`src/rtl/alu_md.sv`:
```
// alu_md: single-cycle ALU with multi-cycle MUL/DIV and HI/LO result registers
// Ports: iClk/iReset clock and synchronous active-high reset; iValid/oReady accept handshake;
//   iA/iB operands, iALUFun opcode, iSign signedness; oValid one-cycle pulse qualifying
//   the registered result oS and flags oZ (zero), oV (overflow), oN (negative), oDZ (divide-by-zero).
module alu_md #(
   parameter int WIDTH = 32,
   parameter int SHW = $clog2(WIDTH)
) (
   input  logic             iClk,
   input  logic             iReset,
   input  logic             iValid,
   output logic             oReady,
   input  logic [WIDTH-1:0] iA,
   input  logic [WIDTH-1:0] iB,
   input  logic [5:0]       iALUFun,
   input  logic             iSign,
   output logic             oValid,
   output logic [WIDTH-1:0] oS,
   output logic             oZ,
   output logic             oV,
   output logic             oN,
   output logic             oDZ
);
   localparam logic [5:0] ADD = 6'b000000, SUB = 6'b000001, AND = 6'b011000, OR = 6'b011110;
   localparam logic [5:0] XOR = 6'b010110, NOR = 6'b010001, STA = 6'b011010, SLL = 6'b100000;
   localparam logic [5:0] SRL = 6'b100001, SRA = 6'b100011, EQ = 6'b110011, NEQ = 6'b110001;
   localparam logic [5:0] LT = 6'b110101, LEZ = 6'b111101, GEZ = 6'b111001, GTZ = 6'b111111;
   localparam logic [5:0] LUI = 6'b011011, MUL = 6'b000100, DIV = 6'b000101;
   localparam logic [5:0] MFHI = 6'b000110, MFLO = 6'b000111;

   typedef enum logic [1:0] {IDLE, CALC, FIX} state_t;
   state_t state, state_nx;

   logic [SHW-1:0]     cnt;
   logic [WIDTH-1:0]   hi_r, lo_r, a_q, b_q, acc_lo, res, mag_a, mag_b, fix_hi, fix_lo;
   logic [WIDTH:0]     acc_hi, add_x, sub_x, mul_sum, div_t, div_d;
   logic [2*WIDTH-1:0] prod, prod_s;
   logic               res_v, is_md, accept, sgn_a, sgn_b;
   logic               sign_q, div_q, neg_q, rneg_q, dz_q, ovf_q;

   assign oReady = state == IDLE;
   assign accept = iValid && oReady;
   assign is_md  = iALUFun == MUL || iALUFun == DIV;

   always_ff @(posedge iClk)
      if (iReset) state <= IDLE;
      else state <= state_nx;

   always_comb begin
      state_nx = state;
      case (state)
         IDLE:    state_nx = accept && is_md ? CALC : IDLE;
         CALC:    state_nx = cnt == SHW'(WIDTH - 1) ? FIX : CALC;
         default: state_nx = IDLE;
      endcase
   end

   always_comb begin
      add_x = {1'b0, iA} + {1'b0, iB};
      sub_x = {1'b0, iA} - {1'b0, iB};
      res   = '0;
      res_v = 1'b0;
      case (iALUFun)
         ADD: begin
            res   = add_x[WIDTH-1:0];
            res_v = iSign ? iA[WIDTH-1] == iB[WIDTH-1] && add_x[WIDTH-1] != iA[WIDTH-1] : add_x[WIDTH];
         end
         SUB: begin
            res   = sub_x[WIDTH-1:0];
            res_v = iSign ? iA[WIDTH-1] != iB[WIDTH-1] && sub_x[WIDTH-1] != iA[WIDTH-1] : sub_x[WIDTH];
         end
         AND:  res = iA & iB;
         OR:   res = iA | iB;
         XOR:  res = iA ^ iB;
         NOR:  res = ~(iA | iB);
         STA:  res = iA;
         SLL:  res = iB << iA[SHW-1:0];
         SRL:  res = iB >> iA[SHW-1:0];
         SRA:  res = $signed(iB) >>> iA[SHW-1:0];
         EQ:   res = {{(WIDTH-1){1'b0}}, iA == iB};
         NEQ:  res = {{(WIDTH-1){1'b0}}, iA != iB};
         LT:   res = {{(WIDTH-1){1'b0}}, iSign ? $signed(iA) < $signed(iB) : iA < iB};
         LEZ:  res = {{(WIDTH-1){1'b0}}, iA[WIDTH-1] | ~|iA};
         GEZ:  res = {{(WIDTH-1){1'b0}}, ~iA[WIDTH-1]};
         GTZ:  res = {{(WIDTH-1){1'b0}}, ~iA[WIDTH-1] & |iA};
         LUI:  res = {iB[WIDTH/2-1:0], {(WIDTH/2){1'b0}}};
         MFHI: res = hi_r;
         MFLO: res = lo_r;
         default: res = '0;
      endcase
   end

   // Iteration runs on magnitudes; signs are reapplied in FIX.
   assign sgn_a   = iSign & iA[WIDTH-1];
   assign sgn_b   = iSign & iB[WIDTH-1];
   assign mag_a   = sgn_a ? -iA : iA;
   assign mag_b   = sgn_b ? -iB : iB;
   assign mul_sum = acc_hi + (acc_lo[0] ? {1'b0, b_q} : '0);
   assign div_t   = {acc_hi[WIDTH-1:0], acc_lo[WIDTH-1]};
   assign div_d   = div_t - {1'b0, b_q};
   assign prod    = {acc_hi[WIDTH-1:0], acc_lo};
   assign prod_s  = neg_q ? -prod : prod;
   assign fix_lo  = dz_q ? '1 : div_q ? (neg_q ? -acc_lo : acc_lo) : prod_s[WIDTH-1:0];
   assign fix_hi  = dz_q ? a_q : div_q ? (rneg_q ? -acc_hi[WIDTH-1:0] : acc_hi[WIDTH-1:0]) : prod_s[2*WIDTH-1:WIDTH];

   always_ff @(posedge iClk)
      if (iReset) begin
         cnt    <= '0;
         hi_r   <= '0;
         lo_r   <= '0;
         oS     <= '0;
         oZ     <= 1'b1;
         oV     <= 1'b0;
         oN     <= 1'b0;
         oDZ    <= 1'b0;
         oValid <= 1'b0;
      end else begin
         oValid <= 1'b0;
         if (accept && is_md) begin
            acc_hi <= '0;
            acc_lo <= mag_a;
            b_q    <= mag_b;
            a_q    <= iA;
            cnt    <= '0;
            sign_q <= iSign;
            div_q  <= iALUFun == DIV;
            neg_q  <= sgn_a ^ sgn_b;
            rneg_q <= sgn_a;
            dz_q   <= iALUFun == DIV && iB == '0;
            ovf_q  <= iALUFun == DIV && iSign && iA == {1'b1, {(WIDTH-1){1'b0}}} && iB == '1;
         end else if (accept) begin
            oValid <= 1'b1;
            oS     <= res;
            oZ     <= res == '0;
            oV     <= res_v;
            oN     <= iSign & res[WIDTH-1];
            oDZ    <= 1'b0;
         end else if (state == CALC) begin
            cnt <= cnt + 1'b1;
            if (div_q) begin
               acc_hi <= div_d[WIDTH] ? div_t : div_d;
               acc_lo <= {acc_lo[WIDTH-2:0], ~div_d[WIDTH]};
            end else begin
               acc_hi <= {1'b0, mul_sum[WIDTH:1]};
               acc_lo <= {mul_sum[0], acc_lo[WIDTH-1:1]};
            end
         end else if (state == FIX) begin
            hi_r   <= fix_hi;
            lo_r   <= fix_lo;
            oS     <= fix_lo;
            oZ     <= fix_lo == '0;
            oV     <= ovf_q;
            oN     <= sign_q & fix_lo[WIDTH-1];
            oDZ    <= dz_q;
            oValid <= 1'b1;
         end
      end
endmodule

```
`config.mk`:
```
export PLATFORM = sky130hd
export DESIGN_NAME = alu_md
export DESIGN_NICKNAME = d
export VERILOG_FILES = /design/src/rtl/alu_md.sv
export SDC_FILE = /design/constraint.sdc
export NUM_CORES = 1
export LEC_CHECK = 0
export ABC_AREA = 0
export CAP_MARGIN = 25
export CORE_MARGIN = 4
export CORE_UTILIZATION = 40
export DETAILED_ROUTE_END_ITERATION = 10
export GPL_TIMING_DRIVEN = 0
export PLACE_DENSITY_LB_ADDON = 0.3
export SYNTH_ARGS = -nofsm -noshare
export SYNTH_HDL_FRONTEND = slang
export SYNTH_SLANG_ARGS = --single-unit
```
`constraint.sdc`:
```
create_clock -name iClk -period 7.6 [get_ports iClk]
set_input_delay 1.52 -clock iClk [delete_from_list [all_inputs] [get_ports iClk]]
set_output_delay 1.52 -clock iClk [all_outputs]
set_load 0.005 [all_outputs]
```
### Word level (Yosys, flattened, before mapping)

Cells that the tools add are included.

| word-level totals | value |
|---|---|
| bits in registers | 243 |
| input bits | 74 |
| output and inout port bits | 38 |
| logic and storage cells | 153 |

| operators by class | value |
|---|---|
| $add $sub $neg | 10 |
| magnitude comparators | 2 |
| equality and inequality tests | 33 |
| shifts and indexed selects | 3 |
| mux-type cells | 44 |
| bitwise logic cells | 17 |
| reduce and logical (&&, ||, !) cells | 24 |

Operators with widths:

| cell | number |
|---|---|
| 32-bit case mux with 19 select lines | 1 |
| 32-bit 2-to-1 mux | 16 |
| 33-bit 2-to-1 mux | 4 |
| 32-bit negation | 4 |
| 32-bit zero test | 3 |
| 32-bit equality test (second input constant) | 2 |
| 32-bit < comparator | 2 |
| 64-bit 2-to-1 mux | 1 |
| 64-bit negation | 1 |
| 6-bit equality test (second input constant) | 9 |
| 6-bit by 5-bit equality test with 1-bit output (second input constant) | 6 |
| 32-bit by 32-bit adder with 33-bit output | 1 |
| 33-bit by 32-bit adder with 33-bit output | 1 |
| 32-bit by 32-bit subtractor with 33-bit output | 1 |
| 33-bit by 32-bit subtractor with 33-bit output | 1 |
| 32-bit bitwise AND | 1 |
| 32-bit equality test | 1 |
| 32-bit != test | 1 |
| 32-bit NOT | 1 |
| 32-bit OR | 1 |
| 32-bit OR reduction | 1 |
| 32-bit by 5-bit left shift with 32-bit output | 1 |
| 32-bit by 5-bit right shift with 32-bit output | 1 |
| 32-bit by 5-bit >>> shifter with 32-bit output | 1 |
| other kinds (29) | 71 |

### Longest topological paths before layout

Gate-level depths: netlist of run 1.

| logic depth | value |
|---|---|
| word-level depth | 8 |
| gate-level depth with buffers | 21 |
| depth with buffers taken out | 16 |

### Least setup slack after synthesis of run 1

OpenSTA, ideal clock, no wires.

| timing | value |
|---|---|
| path kind | input to register |
| from | input iALUFun[2] |
| to | register a_q[0], enable pin |
| library setup time | 499 ps |
| arrival time | 6064 ps |
| data required time | 7101 ps |
| slack | 1037 ps |
| cell stages on the path | 6 |
| path buffers | 3 |
| cells stage by stage | clkbuf_1 > or4b_2 > or3_1 > clkbuf_1 > clkbuf_1 > nor2_1 |

| on the way | value |
|---|---|
| longest elaborated chain between the ends | 4 |
| elaborated cells between the ends (all ways) | 5 |
| classes of those cells | eq/ne (2); reduce/logical (3) |

RTL lines:

| item | RTL line | source |
|---|---|---|
| from (decl) | 15 | `input logic [5:0] iALUFun,` |
| 6-bit by 3-bit equality test with 1-bit output | 43 | `assign is_md = iALUFun == MUL \|\| iALUFun == DIV;` |
| 1-bit logical OR (*) | 43 |  |
| 1-bit logical AND (*) | 119 | `if (accept && is_md) begin` |
| 2-bit AND reduction (no source line) (*) | - |  |
| to (signal assigned) | 123 | `a_q <= iA;` |
| to (decl) | 35 | `logic [WIDTH-1:0] hi_r, lo_r, a_q, b_q, acc_lo, res, mag_a, mag_b, fix_hi, fix_lo;` |

Mark *: on every way between the ends. The rest lies on a longest branch, timed or not.
A chain may end at the register's enable or synchronous reset.

### Final worst setup path of run 1

| timing | value |
|---|---|
| from | input iA[2] |
| to | register oZ |

| on the way | value |
|---|---|
| longest elaborated chain between the ends | 6 |
| elaborated cells between the ends (all ways) | 21 |
| classes of those cells | add/sub (2); order compare (2); eq/ne (2); shift (3); mux (3); bitwise (6); reduce/logical (3) |

RTL lines:

| item | RTL line | source |
|---|---|---|
| from (decl) | 13 | `input logic [WIDTH-1:0] iA,` |
| parallel branches: the longest is 3 deep, another holds 32-bit < comparator | - |  |
| 32-bit case mux with 19 select lines (*) | 63 | `case (iALUFun)` |
| 32-bit zero test (*) | 134 | `oZ <= res == '0;` |
| 1-bit 2-to-1 mux (*) | 131 | `end else if (accept) begin` |
| to (signal assigned) | 112 | `oZ <= 1'b1;` |
| to (signal assigned) | 134 |  |
| to (signal assigned) | 151 | `oZ <= fix_lo == '0;` |
| to (decl) | 19 | `output logic oZ,` |

Mark *: on every way between the ends.

==> impl_metrics.yaml, run 1 <==
power:
  total_power_mw: 4.01
  power_frac_comb: 0.296
  vdd_ir_drop_max_uv: 162
  switching_power_mw: 1.43
  p_per_area_nw_per_um2: 134
  clock_power_share: 0.351
  p_int_mw: 2.58
  swShare: 0.357
  power_leakage_nw: 10.9
  power_frac_seq: 0.353
global_route:
  grt_overflow: 0
  grt_pass1_vias: 28300
  grt_pass1_wl_mm: 213
  grt_antenna_before_repair: 8
  grtUsageTotal: 0.416
  grt_max_degree: 36
timing:
  worst_slack_ns: -0.136
  slew_headroom: 0.187
  rsz0062_at_grt: "false"
  worstMarginPinSlew_ns: 1.21
  setup_viol: 2
  finalCritPeriodShare: 1.02
  drv_slew: 0
  min_period_ns: 7.74
  finalHoldViolations: 0
  max_freq_ghz: 0.129
  finClkSkew_ns: 0.0405
yosys:
  synth_cell_types: 102
  synth-edff-count: 135
  ys_async_sr_fraction: 0
  syn_area_per_cell_sq_um: 7.82
  ys_seq_elements: 243
  netlist_area_sq_um: 26500
  yosysSeqAreaShare: 0.234
  synth_flop_cell: "edfxtp_1"
  yosys_warnings: 0
  synthCells: 3394
  synth_nets: 3639
route:
  drc: 0
  vias: 30500
  drt_iter0_markers: 5021
  antenna_left: 0
  drt-total-wl_mm: 154
  wl_per_cell_um: 34.8
  vias_per_cell: 6.88
  drtPass1Iterations: 9
clock_tree:
  clockRootBuffer: "clkbuf_16"
  clock_latency_ns: 0.59
  clock-sinks: 243
  clk_path_buf_depth: 3
  htreeDepth: 1
  cts_buffers: 27
  cts_hold_buf: 0
  cts_tree: "built"
  clkTransAtPathRegs_ns: 0.07
placed_design:
  detailedPlace.worstSlack_ns: -1.90
  hpwl_mm: 121
  routabilityCongestion: 1.06
  post-place-cells: 4375
  io_buffers: 109
  placed_cell_area_sq_um: 28800
critical_path:
  max_stage_delay_ns: 0.78
  path_class: "input port to flop"
  start_kind: "input port"
  worstReg2RegEnd: "hi_r[24]$_SDFFE_PP0P_"
  worstSetupEndpoint: "oZ$_SDFFE_PP1P_"
  r2r-start: "acc_lo[0]$_DFFE_PP_"
  cp.arrival_ns: 8.24
  cp_num_buf_inv: 6
  path_depth: 19
  worstPathRequired_ns: 8.10
  r2r_cells: 15
  startpoint: "iA[2]"
  worstPathMaxFanout: 19
  endpoint_kind: "flop"
  cp_slowest_cell: "clkdlybuf4s50_1"
  path_common_cell: "nor4_1"
  r2r_slack_ns: 2.18
  path_delay_family: "buffers and inverters"
  crit_chain: "clkdlybuf4s50_1 -> inv_2 -> buf_2 -> buf_4 -> clkbuf_4 -> ha_1 -> buf_2 -> o21ai_0 -> nor4_1 -> nor4_1 -> nor2_2 -> nand3_1 -> a31oi_1 -> o221ai_1 -> a211oi_4 -> or4b_2 -> nor4_1 -> nand3_1 -> o41ai_2"
die:
  dieWidth_um: 266
  core_area_sq_um: 65700
  initial_utilization: 0.404
  row_count: 94
  dieArea_sq_um: 70500
  ios: 112
  die_h_um: 266
cells_and_area:
  fillers: 6796
  area_delta_synth_final_pct: 12.6
  fin_nets: 3788
  drive_gt1_frac: 0.0598
  multi_input_area_sq_um: 18700
  seq_area_sq_um: 6220
  utilization: 0.454
  finalInstanceArea_sq_um: 29900
  instances_no_fill: 4430
outcome:
  status: "finished with violations"
  violations: "negative setup slack"
hold_path:
  hold_path_class: "flop to flop"
job:
  drv_cap: 0
==> power by group through the flow <==
stage	clock network (mW)	registers (mW)	logic, mW
after global placement	0	1.45	1.12
after CTS	1.40	1.42	1.12
after detailed placement	0	1.45	1.11
after global routing	1.46	1.42	1.21
after floorplan	0	1.44	0.629
final	1.41	1.42	1.19
==> cells in the mapped netlist, drive strengths merged, types with 14 or more instances <==
master	number	area [sq um]
and3	22	138
dfxtp	108	2160
o21a	25	188
o211ai	54	410
and2	20	125
o31ai	32	240
o41ai	16	148
mux2i	92	921
a221oi	42	374
nor3	82	410
a31oi	40	250
nand2	331	1240
or4	15	113
o221ai	14	123
nand2b	42	263
buf	61	348
xnor2	151	1320
clkbuf	195	739
nor4	41	263
nor2	370	1390
mux4	55	1270
ha	167	2090
mux2	19	214
a21oi	237	1190
xor2	30	263
edfxtp	135	4050
nor2b	25	156
o21ai	241	1210
or3	24	150
nand4	38	238
o22ai	14	87.6
a211oi	81	613
nand3	102	515
inv	160	601
a22oi	51	383
a21o	54	405
==> through the flow <==
stage	setup TNS, ns	hold slack (ns)
CTS	0	0.454
finish	-0.178	0.450
global route	0	0.469
global placement	-301.78	0.443
floorplan	0	0.431
detailed placement	-22.11	0.445
==> registers in the layout (all words and copies together), names as in the netlist, 2 cells and up <==
| name | flops |
|---|---|
| lo_r | 32 |
| acc_hi | 33 |
| state | 2 |
| a_q | 32 |
| cnt | 5 |
| oS | 32 |
| hi_r | 32 |
| b_q | 32 |
| acc_lo | 32 |
==> tightest hold or removal path, cell delays in order, from the launching register on <==
cell	delay, ns
dfxtp_1	0.31
nand2_1	0.05
a21oi_1	0.05
==> kinds of logic after synthesis <==
family          Yosys count  synth area share
simple gates           1170             0.207
compound gates         1044             0.262
buf+inv                 419            0.0640
flops                   243             0.234
xor+xnor                181            0.0598
fa+ha+maj               171            0.0818
mux                     166            0.0907
==> routing by layer <==
layer | routed length [um] | vias to the layer above | track usage | part of all wire
li1 | - | 12900 | - | -
met3 | 18900 | 566 | 0.105 | 0.12
met5 | 40 | - | 0.00135 | 0.00026
met4 | 12000 | 6 | 0.245 | 0.078
met1 | 60400 | 14600 | 0.555 | 0.39
met2 | 62700 | 2369 | 0.609 | 0.41
==> worst min-delay path by stage <==
stage | from | slack, ns | cells after the start | endpoint
after floorplan | hi_r[5]$_SDFFE_PP0P_ | 0.43 | 2 | hi_r[5]$_SDFFE_PP0P_
after global placement | oS[31]$_SDFFE_PP0P_ | 0.44 | 2 | oS[31]$_SDFFE_PP0P_
after detailed placement | oS[16]$_SDFFE_PP0P_ | 0.45 | 2 | oS[16]$_SDFFE_PP0P_
after CTS | oS[16]$_SDFFE_PP0P_ | 0.45 | 2 | oS[16]$_SDFFE_PP0P_
after global routing | oS[16]$_SDFFE_PP0P_ | 0.47 | 2 | oS[16]$_SDFFE_PP0P_
final | oS[16]$_SDFFE_PP0P_ | 0.45 | 2 | oS[16]$_SDFFE_PP0P_
==> placed cells by master (no fill, tap or decap), types with 15 or more instances in the layout <==
master	count
nand3_1	101
o21ai_1	27
or4_1	15
nor3_1	80
nor2_1	367
o21ai_0	214
buf_1	22
mux2i_1	92
or3_1	24
nor2b_1	25
buf_2	19
xor2_1	30
dfxtp_1	108
nor4_1	40
a21o_1	54
nand4_1	38
nand2_1	330
a31oi_1	40
clkbuf_16	30
a22oi_1	51
o41ai_1	15
o21a_1	25
mux4_2	46
a21oi_1	236
clkdlybuf4s50_1	108
a221oi_1	40
and3_1	22
nand2b_1	42
ha_1	167
edfxtp_1	135
and2_1	19
o211ai_1	53
inv_1	157
mux2_2	17
clkbuf_1	196
o31ai_1	31
xnor2_1	151
buf_4	15
a211oi_1	78
==> timing repair <==
| item | in CTS | in global routing |
|---|---|---|
| pin swaps | 0 | 1 |
| setup buffers | 0 | 1 |
| setup endpoints to repair | 19 | 2 |
| gates resized for setup | 10 | 12 |
==> layout make-up <==
cell class,instances,area share
diodes,3,0.000251
clock buffers,35,0.0261
inverters,163,0.0206
multi-input cells,2732,0.625
flip-flops and latches,243,0.208
well taps,864,0.0362
clock inverters,14,0.00511
plain buffers,255,0.0366
repair buffers,121,0.0417
No activity file was read; power rests on OpenSTA's default activity.
==> run 2, diff against run 1 <==
--- a/config.mk
+++ b/config.mk
@@ -10,6 +10,7 @@
 export CORE_MARGIN = 4
 export CORE_UTILIZATION = 40
 export DETAILED_ROUTE_END_ITERATION = 10
+export DONT_BUFFER_PORTS = 1
 export GPL_TIMING_DRIVEN = 0
 export PLACE_DENSITY_LB_ADDON = 0.3
 export SYNTH_ARGS = -nofsm -noshare
==> run 2 against run 1 <==
- count of clock-buffer cells in the layout shrank 7
- clock skew shrank 0.0043 ns
- total power shrank 4.0%
- the flow still finishes with violations (negative setup slack)
- wire length shrank 1.9%
- combinational power shrank 13%
- register-to-register slack gained 0.05 ns
- maximum frequency grew 1.1%
- sequential cell count is the same
- core utilization shrank 1.7 points
- critical path type unchanged
==> impl_metrics.yaml, run 2 (synthesized netlist as in run 1, its figures left out) <==
timing:
  slew_headroom: 0.209
  finalCritPeriodShare: 1.01
  finClkSkew_ns: 0.0362
  worst_slack_ns: -0.0491
  worstMarginPinSlew_ns: 1.19
  drv_slew: 0
  finalHoldViolations: 0
  min_period_ns: 7.65
  max_freq_ghz: 0.131
  setup_viol: 1
  rsz0062_at_grt: "false"
critical_path:
  path_depth: 18
  cp_num_buf_inv: 5
  endpoint_kind: "flop"
  cp.arrival_ns: 8.16
  worstPathRequired_ns: 8.11
  r2r_cells: 15
  max_stage_delay_ns: 0.93
  cp_slowest_cell: "a2111oi_1"
  path_class: "input port to flop"
  worstPathMaxFanout: 19
  start_kind: "input port"
  crit_chain: "inv_1 -> buf_2 -> buf_2 -> buf_2 -> ha_1 -> buf_2 -> nor3_1 -> nor3_1 -> o211ai_2 -> a21boi_2 -> a211oi_1 -> nor3_2 -> o21ai_1 -> a2111oi_1 -> nor4_1 -> a211oi_1 -> a21oi_1 -> nor2_1"
  path_common_cell: "buf_2"
  path_delay_family: "compound AO/OA/AOI/OAI gates"
job:
  drv_cap: 0
global_route:
  grt_overflow: 0
  grtUsageTotal: 0.409
  grt_max_degree: 38
  grt_pass1_vias: 27800
  grt_pass1_wl_mm: 210
  grt_antenna_before_repair: 10
cells_and_area:
  finalInstanceArea_sq_um: 28700
  largest_reg_flops: 33
  area_delta_synth_final_pct: 8.32
  multi_input_area_sq_um: 18600
  layout_commonest_cell: "nor2_1"
  seq_area_sq_um: 6220
  drive_gt1_frac: 0.0591
  top_register: "acc_hi"
  utilization: 0.437
  fin_nets: 3678
  final_cell_mix: "nor2_1 (368), nand2_1 (331), a21oi_1 (236)"
  fillers: 6808
clock_tree:
  cts_tree: "built"
  cts.repair.resized: 4
  clockRootBuffer: "clkbuf_16"
  cts_buffers: 26
  clk_path_buf_depth: 3
  clock-sinks: 243
  htreeDepth: 1
  postCtsSetupRepairBufs: 0
  clkTransAtPathRegs_ns: 0.07
  clock_latency_ns: 0.58
  cts_hold_buf: 0
route:
  wl_met3_mm: 19.4
  wl_met2_mm: 61.5
  wl_per_cell_um: 34.9
  drc: 0
  met1Wirelength_mm: 58.2
  vias: 29900
  drtPass1Iterations: 8
  drt-total-wl_mm: 151
  top_layer_used: "met5"
  vias_per_cell: 6.90
  antenna_left: 0
  drt_iter0_markers: 4819
outcome:
  violations: "negative setup slack"
  status: "finished with violations"
die:
  row_count: 94
  initial_utilization: 0.404
  dieArea_sq_um: 70500
  ios: 112
  die_h_um: 266
  dieWidth_um: 266
  core_area_sq_um: 65700
placed_design:
  placed_cell_area_sq_um: 27800
  routabilityCongestion: 1.06
  detailedPlace.worstSlack_ns: -1.51
  io_buffers: 0
  hpwl_mm: 120
power:
  vdd_ir_drop_max_uv: 166
  p_per_area_nw_per_um2: 134
  power_leakage_nw: 10.4
  total_power_mw: 3.85
hold_path:
  hold_path_class: "flop to flop"
  min_path_cells: 2
==> run 2: cell count changes in the layout (fill, tap and decap cells not counted), moves of 2 or more <==
cell             delta
diode_2            +10
clkinv_4            +2
buf_2               +2
bufinv_16           +2
a211oi_1            +2
clkinv_1            +2
clkbuf_1            -3
clkbuf_16           -3
clkdlybuf4s50_1   -108
buf_4               -2
==> run 2: per-stage QoR <==
stage / hold WS [ns] / TNS [ns] / std cells
floorplan: 0.431 / 0 / 3394
global placement: 0.465 / -198.33 / 4258
detailed placement: 0.466 / -5.40 / 4266
CTS: 0.475 / 0 / 4314
global route: 0.494 / 0 / 4319
finish: 0.470 / -0.0491 / 4330
==> run 2: power breakdown <==
group / internal [mW] / switching (mW) / total (mW)
Sequential: 1.40 / 0.0188 / 1.42
Clock: 0.793 / 0.603 / 1.40
Combinational: 0.324 / 0.710 / 1.03
==> run 2: area by class of cell <==
class                   count  area share
well taps                 864      0.0376
flip-flops and latches    243       0.216
multi-input cells        2732       0.649
clock buffers              28      0.0236
inverters                 163      0.0213
plain buffers             255      0.0378
repair buffers             12     0.00527
clock inverters            20     0.00832
diodes                     13     0.00113
==> run 2: final timing paths <==
kind	startpoint	end	slack (ns)
hold reg to reg	oS[21]$_SDFFE_PP0P_	oS[21]$_SDFFE_PP0P_	0.47
setup / recovery	iA[2]	oS[0]$_SDFFE_PP0P_	-0.05
hold / removal	oS[21]$_SDFFE_PP0P_	oS[21]$_SDFFE_PP0P_	0.47
setup reg to reg	acc_lo[31]$_DFFE_PP_	acc_hi[30]$_SDFFCE_PP0P_	2.23
==> run 2: tightest hold or removal path, delay by kind of cell (launching register included) <==
| kind | cells | cell delay (ns) |
|---|---|---|
| and+or+nand+nor | 1 | 0.06 |
| AOI/OAI and AO/OA | 1 | 0.05 |
| DFF | 1 | 0.32 |
==> run 2: metal layers <==
| metal | vias to the layer above | track usage |
|---|---|---|
| met4 | 4 | 0.241 |
| li1 | 12700 | - |
| met3 | 546 | 0.110 |
| met1 | 14300 | 0.542 |
| met2 | 2338 | 0.598 |
| met5 | - | 0 |
